**src/rtl/instr_fetch.sv**
```systemverilog
// instr_fetch: fetch stage feeding `control`.
// Keeps the PC, reads instruction words over a req/ack memory handshake,
// latches each word and offers it over a valid/ready handshake.
// Branch/jump redirects from execute retarget the PC. A redirect that
// lands while a memory request is outstanding is parked until the ack.
// Optional feature: define FETCH_HALT_EN to stop fetching once an
// instruction with opcode HALT_OPCODE is consumed (only rst restarts).
module instr_fetch #(
    parameter int unsigned          ADDR_W      = 8,
    parameter int unsigned          INSTR_W     = 16,
    parameter int unsigned          OPCODE_W    = 4,
    parameter logic [ADDR_W-1:0]    RESET_PC    = '0,
    parameter logic [OPCODE_W-1:0]  HALT_OPCODE = 4'hF
) (
    input  logic                clk,
    input  logic                rst,
    output logic                imem_req,
    output logic [ADDR_W-1:0]   imem_addr,
    input  logic                imem_ack,
    input  logic [INSTR_W-1:0]  imem_rdata,
    output logic                instr_valid,
    input  logic                instr_ready,
    output logic [INSTR_W-1:0]  instr_out,
    output logic [OPCODE_W-1:0] opcode,
    output logic [ADDR_W-1:0]   instr_pc,
    input  logic                redirect,
    input  logic [ADDR_W-1:0]   redirect_pc,
    output logic                halted
);

`ifdef FETCH_HALT_EN
    typedef enum logic [1:0] {S_REQ, S_HOLD, S_FLUSH, S_HALT} state_t;
`else
    typedef enum logic [1:0] {S_REQ, S_HOLD, S_FLUSH} state_t;
`endif

    state_t              state;
    state_t              state_nxt;
    logic [ADDR_W-1:0]   pc;
    logic [ADDR_W-1:0]   pending_pc;
    logic                halt_hit;

    assign opcode = instr_out[INSTR_W-1 -: OPCODE_W];

`ifdef FETCH_HALT_EN
    assign halt_hit = (opcode == HALT_OPCODE);
`else
    assign halt_hit = 1'b0;
`endif

    // State register
    always_ff @(posedge clk or posedge rst) begin
        if (rst) state <= S_REQ;
        else     state <= state_nxt;
    end

    // Next-state logic
    always_comb begin
        state_nxt = state;
        case (state)
            S_REQ: begin
                // ack plus redirect drops the word and re-requests at the target
                if (imem_ack)      state_nxt = redirect ? S_REQ : S_HOLD;
                else if (redirect) state_nxt = S_FLUSH;
            end
            S_HOLD: begin
                if (instr_ready)   state_nxt = halt_hit ? state_t'(3) : S_REQ;
                else if (redirect) state_nxt = S_REQ;
            end
            S_FLUSH: begin
                if (imem_ack) state_nxt = S_REQ;
            end
            default: state_nxt = state;
        endcase
    end

    // Memory request outputs; held low while reset is asserted
    always_comb begin
        imem_req  = !rst && ((state == S_REQ) || (state == S_FLUSH));
        imem_addr = pc;
    end

    // PC, instruction register and redirect bookkeeping
    always_ff @(posedge clk or posedge rst) begin
        if (rst) begin
            pc          <= RESET_PC;
            pending_pc  <= '0;
            instr_out   <= '0;
            instr_pc    <= '0;
            instr_valid <= 1'b0;
        end else begin
            case (state)
                S_REQ: begin
                    if (imem_ack) begin
                        if (redirect) begin
                            pc <= redirect_pc;
                        end else begin
                            instr_out   <= imem_rdata;
                            instr_pc    <= pc;
                            pc          <= pc + ADDR_W'(1);
                            instr_valid <= 1'b1;
                        end
                    end else if (redirect) begin
                        pending_pc <= redirect_pc;
                    end
                end
                S_HOLD: begin
                    if (instr_ready || redirect) begin
                        instr_valid <= 1'b0;
                        if (redirect) pc <= redirect_pc;
                    end
                end
                S_FLUSH: begin
                    // A redirect arriving with the ack is the newest target
                    if (imem_ack)      pc <= redirect ? redirect_pc : pending_pc;
                    else if (redirect) pending_pc <= redirect_pc;
                end
                default: ;
            endcase
        end
    end

`ifdef FETCH_HALT_EN
    // Halt flag: set when a halt instruction is consumed, cleared only by rst
    always_ff @(posedge clk or posedge rst) begin
        if (rst)                                                 halted <= 1'b0;
        else if (state == S_HOLD && instr_ready && halt_hit)     halted <= 1'b1;
    end
`else
    assign halted = 1'b0;
`endif

endmodule
```
**config.mk**
```make
export PLATFORM = sky130hd
export DESIGN_NAME = instr_fetch
export DESIGN_NICKNAME = d
export VERILOG_FILES = /design/src/rtl/instr_fetch.sv
export SDC_FILE = /design/constraint.sdc
export NUM_CORES = 1
export LEC_CHECK = 0
export BUFFER_PORTS_ARGS = -buffer_cell sky130_fd_sc_hd__buf_2
export CORE_ASPECT_RATIO = 2
export CORE_MARGIN = 4
export CORE_UTILIZATION = 35
export CTS_CLUSTER_SIZE = 28
export DETAILED_ROUTE_END_ITERATION = 10
export GPL_TIMING_DRIVEN = 0
export PLACE_DENSITY = 0.68
export SETUP_SLACK_MARGIN = 0.2
export SYNTH_ARGS = -nofsm -noshare
export SYNTH_HDL_FRONTEND = slang
export SYNTH_SLANG_ARGS = --single-unit
```
**constraint.sdc**
```tcl
create_clock -name clk -period 4.9 [get_ports clk]
set_input_delay 0.49 -clock clk [delete_from_list [all_inputs] [get_ports clk]]
set_output_delay 0.49 -clock clk [all_outputs]
set_load 0.1 [all_outputs]
```
### Yosys cells after proc, flatten, opt, wreduce, memory -nomap -nowiden

Cells that the tools add are included.

* register bits after elaboration: 43
* bits in latches: 0
* RAM bits: 0
* ROM bits: 0
* input bits: 29
* output and inout bits: 39
* logic and storage cells: 49
* memories: 0

* add/sub/neg operators: 1
* multiply operators: 0
* divide/modulo/power cells: 0
* order comparisons: 0
* equality and inequality tests: 9
* shift operators: 0
* multiplexer cells: 18
* bitwise operators: 2
* reductions and logical operators: 13

Operators with widths (count)
* 2-to-1 mux 8 bit: 6
* one-hot mux 8 bit (3 select lines): 1
* 2-to-1 mux 2 bit: 5
* inequality test 2 bit (second input constant): 5
* adder 8 x 1 -> 8 bit (second input constant): 1
* AND reduction 4 bit: 2
* inequality test 3 bit (second input constant): 2
* one-hot mux 2 bit (3 select lines): 1
* AND reduction 5 bit: 1
* 2-to-1 mux 1 bit: 4
* AND reduction 3 bit: 1
* nonzero test 3 bit: 1
* == test 2 x 1 -> 1 bit (second input constant): 1
* == test 2 bit (second input constant): 1
* zero test 2 bit: 1
* logical OR 1 bit: 2
* inverter 1 bit: 2
* one-hot mux 1 bit (2 select lines): 1
* AND reduction 2 bit: 1
* nonzero test 2 bit: 1
* OR reduction 2 bit: 1
* logical AND 1 bit: 1
* zero test 1 bit: 1

### Depth between registers and ports, before layout

Gate-level depths: netlist of run 1.

* word-level depth: 4
* gate-level depth with buffers: 8
* depth with buffers taken out: 6

### Least setup slack after synthesis of run 1

Ideal clock, no wire load.

* kind: register to output
* start: reg state[0]
* end: out imem_req
* arrival time: 2.032 ns
* required time: 4.410 ns
* path slack: 2.378 ns
* stages on the path, launching flop included: 5
* buffers on the path: 0
* cell sequence: dfrtp_1 -> inv_1 -> ha_1 -> nor2_1 -> nor2_1

* word-level cells in the longest chain between the ends: 3
* elaborated cells on any way between the ends: 4
* those cells by class: eq/ne: 1; reduce/logical: 3

Ends and longest elaborated chain
* start, declared: RTL line 37 `state_t state;`
* start signal, assigned: RTL line 54 `else state <= state_nxt;`
* == test 2 bit / zero test 2 bit (equally long branches): RTL line 79 `imem_req = !rst && ((state == S_REQ) || (state == S_FLUSH));`
* logical OR 1 bit *: RTL line 79
* logical AND 1 bit *: RTL line 79
* end, declared: RTL line 17 `output logic imem_req,`

Mark *: on every way between the ends. The rest lies on a longest branch, timed or not.

### Worst setup path in the final report of run 1

Ends and elaborated chain as after synthesis.

==> qor.yml, run 1 <==
timing:
  slew-limit-headroom_pct: 41.49
  rsz0062_at_grt: "no"
  hold_violations: 0
  setup_tns_ns: 0
  slew_violations: 0
  tightest_slew_ns: 0.8764
  post-route-min-period_ns: 2.216
  finalSetupViolCount: 0
  finClkSkew_ns: 0.003746
  max_freq_ghz: 0.4512
  fin_crit_sh_pct: 45.23
  fin_ws_ns: 2.684
placed_design:
  dp_hpwl_um: 3863
  dpl_worst_slack_ns: 2.852
  place.gp.congestion: 0.7596
  io_buffers: 65
synth:
  synthArstFlopShare_pct: 100.0
  synth_edf_count: 0
  synth_area_leader_cell: "dfrtp_1"
  synth.top_cell.area_share_pct: 48.81
  yosysSeqAreaShare_pct: 48.81
  synth_cell_type_count: 38
  netlist_instances: 205
  syn_nets: 239
  syn_avg_cell_area_um2: 10.75
  synth_area_leaders: "dfrtp_1 (49%), mux2_2 (16%), nand2_1 (4.1%), o21ai_0 (3.9%), mux2i_1 (3.2%)"
  yosys_warnings: 0
  synthFlopType: "dfrtp_1"
  synth.cell_area_um2: 2205
  synth_seq_cells: 43
drt:
  drc: 0
  wirelength_um: 4861
  drt-pass1-iter-count: 4
  first_iter_violations: 70
  vias: 1722
  wire_per_inst_um: 13.43
  ant_nets: 0
  vias_per_cell: 4.757
hold_path:
  hp-class: "primary input to async pin"
critical_path:
  worst-path-buf-inv: 2
  r2r_start: "state[0]"
  r2r_cells: 6
  crit_fanout: 6
  cp-start-kind: "flop"
  critPathArrivalTime_ns: 1.73
  required_ns: 4.41
  cpMostUsedCell: "nor2_1"
  critical_path_class: "flop to primary output"
  end_kind: "primary output"
  r2r_end: "imem_addr[0]"
  reg2reg_slack_ns: 2.83
  crit_slowest_cell: "buf_2"
  slowest_delay_ns: 0.42
  cpLargestDelayFamily: "buffers and inverters"
  crit_path_cell_trace: "inv_1 -> ha_1 -> nor2_1 -> nor2_1 -> buf_2"
global_route:
  antenna_found_initial: 0
  grt.overflow.total: 0
  grt_pass1_wl_um: 8238
  grt_use_total_pct: 13.76
  grt_start_max_net_pins: 44
  first_global_vias: 1759
finish:
  area_delta_synth_final_pct: 28.09
  drive_gt1_share_pct: 42.81
  antenna_cells: 0
  final_nets: 311
  nFillCells: 582
clocking:
  hold_buffers: 0
  root_buffer: "clkbuf_16"
  clock_latency_ns: 0.28
  cts.path.max_buffers: 2
  cts_tree: "done"
  post_cts_buffers: 0
  cts_resized: 0
  cts_inserted_buffers: 5
  clk_pin_slew_ns: 0.06
  htreeDepth: 2
  clock-sinks: 43
floorplan:
  fp.dieW_um: 64.12
  coreArea_um2: 6056
  num_io_pins: 68
  die-area_um2: 7710
  num_rows: 40
  die_h_um: 120.2
  start_util_pct: 36.40
flow_run:
  max-cap-violations: 0
run_status:
  status: "completed"
-- worst max path at each step --
stage,cells after the start,start,slack [ns],to
2_1_floorplan,4,state[0],2.38,imem_req
6_report,5,state[0],2.68,imem_req
3_3_place_gp,2,rst,2.84,instr_out[1]
4_1_cts,5,state[0],2.66,imem_req
5_1_grt,5,state[0],2.59,imem_req
3_5_place_dp,6,state[0],2.85,imem_addr[0]
-- placed cells by master, fill, tap and decap left out, drive strengths merged, types with 2 or more instances in the layout --
cell type / n
nor2b: 3
o211ai: 3
o21ai: 19
nand2: 24
a21oi: 7
dfrtp: 43
a211oi: 5
clkbuf: 8
inv: 8
buf: 77
mux2i: 7
ha: 5
bufinv: 2
a31oi: 3
nand3: 3
nor3: 2
nor2: 9
mux2: 31
xnor2: 2
nor4: 4
-- flip-flops by register name, summed over array words and instances (netlist names) --
name / flops
state: 2
pending_pc: 8
instr_valid: 1
instr_out: 16
imem_addr: 8
instr_pc: 8
-- cell usage after synthesis (all sizes together) (2+ instances only) --
library cell  instances
ha                    5
nor4                  4
clkbuf                2
inv                   8
buf                  12
dfrtp                43
a21oi                 7
o21ai                19
mux2                 31
nor3                  2
nand2                24
a31oi                 3
nor2                  9
nand3                 3
o211ai                3
xnor2                 2
nor2b                 3
mux2i                 7
a211oi                5
-- metal layers --
metal  global-route usage, %  part of all wire [%]  vias to the layer above
met4                   8.344                   3.7                        0
met1                   12.98                    33                      801
met5                       0                     0                        -
met2                   25.73                    59                       54
li1                        -                     -                      856
met3                   3.346                   4.9                       11
-- logic make-up after synthesis --
kind of cell	count (synthesis)	share of synthesized area (%)
AO/OA/AOI/OAI	44	12.66
XOR/XNOR	3	1.192
adder cells (fa/ha/maj)	5	2.838
buffers and inverters	22	5.221
flip-flops	43	48.81
multiplexers	38	19.01
other	1	0.1701
AND/OR/NAND/NOR	49	10.10
-- per-stage QoR --
step | instances | utilization (%) | cell area, um2 | hold slack, ns
finish | 362 | 46.63 | 2824 | 0.3982
global route | 362 | 46.63 | 2824 | 0.4319
CTS | 362 | 46.63 | 2824 | 0.4267
detailed placement | 354 | 43.51 | 2635 | 0.4766
global placement | 354 | 43.51 | 2635 | 0.4640
floorplan | 205 | - | 2205 | 0.4492
-- final cells by class --
| cell class | instances | area (um2) | area share (%) |
|---|---|---|---|
| Tap cell | 84 | 105.1 | 3.722 |
| Inverter | 8 | 30.03 | 1.063 |
| Multi-Input combinational cell | 140 | 1013 | 35.89 |
| Sequential cell | 43 | 1076 | 38.10 |
| Timing Repair Buffer | 65 | 325.3 | 11.52 |
| Clock inverter | 2 | 60.06 | 2.127 |
| Buffer | 14 | 85.08 | 3.013 |
| Clock buffer | 6 | 128.9 | 4.564 |
Power of run 1 is not shown: default switching activity piles up to over one toggle a cycle in this logic, so the estimate is an artifact.
==> run 2: changes to the inputs <==
Settings changed: ABC_AREA set to 1, PLACE_DENSITY 0.68 to 0.7.
Clock period 4.9 ns to 2 ns, I/O delays scaled along.
==> qor.yml, run 2 <==
run_status:
  status: "completed"
floorplan:
  start_util_pct: 35.93  # -0.48 points
  die-area_um2: 7848  # +1.8%
  num_io_pins: 68  # unchanged
  num_rows: 41  # +2.5%
  die_h_um: 121.4  # +0.92%
  fp.dieW_um: 64.68  # +0.87%
  coreArea_um2: 6259  # +3.3%
synth:
  yosys_warnings: 0  # unchanged
  synth_seq_cells: 43  # unchanged
  netlist_top_cells_count: "nand2_1 (122), dfrtp_1 (43), o21ai_0 (27)"
  synth_cell_type_count: 21  # -45%
  synthFlopType: "dfrtp_1"
  synth.top_cell.area_share_pct: 47.86  # -0.95 points
  synth_area_leader_cell: "dfrtp_1"
  yosys.area_share.simple_pct: 25.82  # +16 points
  syn_avg_cell_area_um2: 7.596  # -29%
  synth_area_leaders: "dfrtp_1 (48%), nand2_1 (20%), o21ai_0 (6.0%), a21oi_1 (4.9%), inv_1 (3.7%)"
  synthMuxAreaShare_pct: 0  # -19 points
  yosysSeqAreaShare_pct: 47.86  # -0.95 points
  synthXorXnorAreaFrac_pct: 0  # -1.2 points
  synthArstFlopShare_pct: 100.0  # unchanged
  netlist_instances: 296  # +44%
  synth_adder_area_share_pct: 2.782  # -0.055 points
  synth_top_family_by_area: "simple AND/OR/NAND/NOR gates"
  synth.cell_area_um2: 2248  # +2.0%
  synth_edf_count: 0  # unchanged
  syn_nets: 330  # +38%
  yosysMostFrequentCell: "nand2_1"
  synth_compound_area_share_pct: 13.41  # +0.76 points
finish:
  final_nets: 404  # +30%
  layout_common_cells: "nand2_1 (122), buf_2 (69), dfrtp_1 (40)"
  antenna_cells: 0  # unchanged
  area_delta_synth_final_pct: 31.44
  largest_reg_flops: 16  # unchanged
  mostFrequentLayoutCell: "nand2_1"
  drive_gt1_share_pct: 28.84  # -14 points
  largest_register: "instr_out"
  nFillCells: 663  # +14%
clocking:
  cts_tree: "done"
  post_cts_buffers: 0  # unchanged
  cts.path.max_buffers: 2  # unchanged
  htreeDepth: 2  # unchanged
  cts_inserted_buffers: 5  # unchanged
  clk_pin_slew_ns: 0.06  # about the same
  clock-sinks: 43  # unchanged
  clock_latency_ns: 0.29  # about the same
  root_buffer: "clkbuf_16"
drt:
  wire_per_inst_um: 12.57  # -6.4%
  first_iter_violations: 117  # +67%
  drc: 0  # unchanged
  ant_nets: 0  # unchanged
  vias_per_cell: 4.567  # -4.0%
  vias: 2087  # +21%
  drt-pass1-iter-count: 4  # unchanged
  wirelength_um: 5743  # +18%
global_route:
  antenna_found_initial: 0  # unchanged
  use_met1_pct: 15.28  # +2.3 points
  grt_pass1_wl_um: 9742  # +18%
  first_global_vias: 2157  # +23%
  grt.overflow.total: 0  # unchanged
  top_usage_layer: "met2"
  grt_start_max_net_pins: 24  # -45%
  met3_usage_pct: 3.707  # +0.36 points
  met2_usage_pct: 30.12  # +4.4 points
  grt_use_total_pct: 16.17  # +2.4 points
timing:
  setup_tns_ns: 0  # unchanged
  rsz0062_at_grt: "yes"
  finalSetupViolCount: 0  # unchanged
  finClkSkew_ns: 0.003874  # +0.0001279 ns
  post-route-min-period_ns: 1.727
  fin_crit_sh_pct: 86.37
  slew-limit-headroom_pct: 65.59  # +24 points
  max_freq_ghz: 0.5789
  tightest_slew_ns: 0.5153  # -0.3610 ns
  slew_violations: 0  # unchanged
  hold_violations: 0  # unchanged
critical_path:
  end_kind: "primary output"
  cp-start-kind: "flop"
  critical_path_class: "flop to primary output"
  crit_fanout: 10  # +4
  required_ns: 1.80  # -2.61 ns
  critPathArrivalTime_ns: 1.53  # -0.20 ns
hold_path:
  hp-class: "primary input to flop"
placed_design:
  place.gp.congestion: 0.8594  # +13%
  io_buffers: 65  # unchanged
  dp_hpwl_um: 4540  # +18%
flow_run:
  max-cap-violations: 0  # unchanged
-- run 2: changes by cell type in the layout (fill, tap and decap cells not counted), sizes merged, moves of 3 or more --
cell,delta
a211oi,-5
a21oi,+15
buf,+5
inv,+18
mux2,-31
mux2i,-7
nand2,+99
nand3,+11
nor2b,-3
nor4,-4
o211ai,-3
o21ai,+15
-- run 2: logic make-up after synthesis --
logic type	Yosys count
flops	43
compound gates	58
other cells	1
simple gates	146
fa+ha+maj	5
buf+inv	43
-- run 2: worst max-delay path, cell delays in order, from the launching register on --
cell,delay [ns]
dfrtp_1,0.42
inv_1,0.11
ha_1,0.22
buf_6,0.17
nor2_4,0.05
nor2_4,0.09
buf_12,0.18
-- run 2: through the flow --
| step | cell area, um2 | util [%] | cells | hold slack, ns | setup slack [ns] |
|---|---|---|---|---|---|
| 6_report | 2955 | 47.22 | 457 | 0.1033 | 0.2725 |
| 5_1_grt | 2955 | 47.22 | 457 | 0.1084 | 0.1735 |
| 4_1_cts | 2944 | 47.04 | 457 | 0.09994 | 0.2072 |
| 3_5_place_dp | 2720 | 43.46 | 448 | 0.2936 | 0.04957 |
| 3_3_place_gp | 2693 | 43.02 | 447 | 0.3954 | 0.01118 |
| 2_1_floorplan | 2260 | - | 296 | 0.2952 | 0.2402 |
-- run 2: area by class of cell --
class,instances,area [um2],area share [%]
well taps,86,107.6,3.641
repair buffers,67,377.9,12.79
clock buffers,5,125.1,4.234
multi-input cells,210,965.9,32.68
clock inverters,3,67.56,2.286
plain buffers,17,133.9,4.530
inverters,26,97.59,3.302
flip-flops and latches,43,1080,36.54
-- run 2: path summary, 6_finish.rpt --
check,to,slack [ns],cells past startpoint,start
worst max-delay path,imem_req,0.27,6,state[0]
worst min-delay path,instr_out[7],0.10,3,imem_rdata[7]
worst max register to register,imem_addr[0],0.33,8,state[1]
worst min register to register,instr_out[3],0.47,2,instr_out[3]
max in group asynchronous,instr_pc[4],0.99,4,rst
min in group asynchronous,pending_pc[4],0.53,3,rst
-- run 2: per-layer routing --
layer / vias up / part of all wire (%)
li1: 1082 / -
met1: 924 / 35
met2: 68 / 57
met3: 13 / 5.3
met4: 0 / 3.2
met5: - / 0
-- run 2: what timing repair did --
| item | in CTS | in global routing |
|---|---|---|
| resized for setup | 7 | 4 |
| hold buffers | 1 | 0 |
| hold endpoints to repair | 20 | 0 |
| setup endpoints to repair | 1 | 9 |
| gates cloned | 0 | 0 |
Power of run 2 is left out for the same reason.
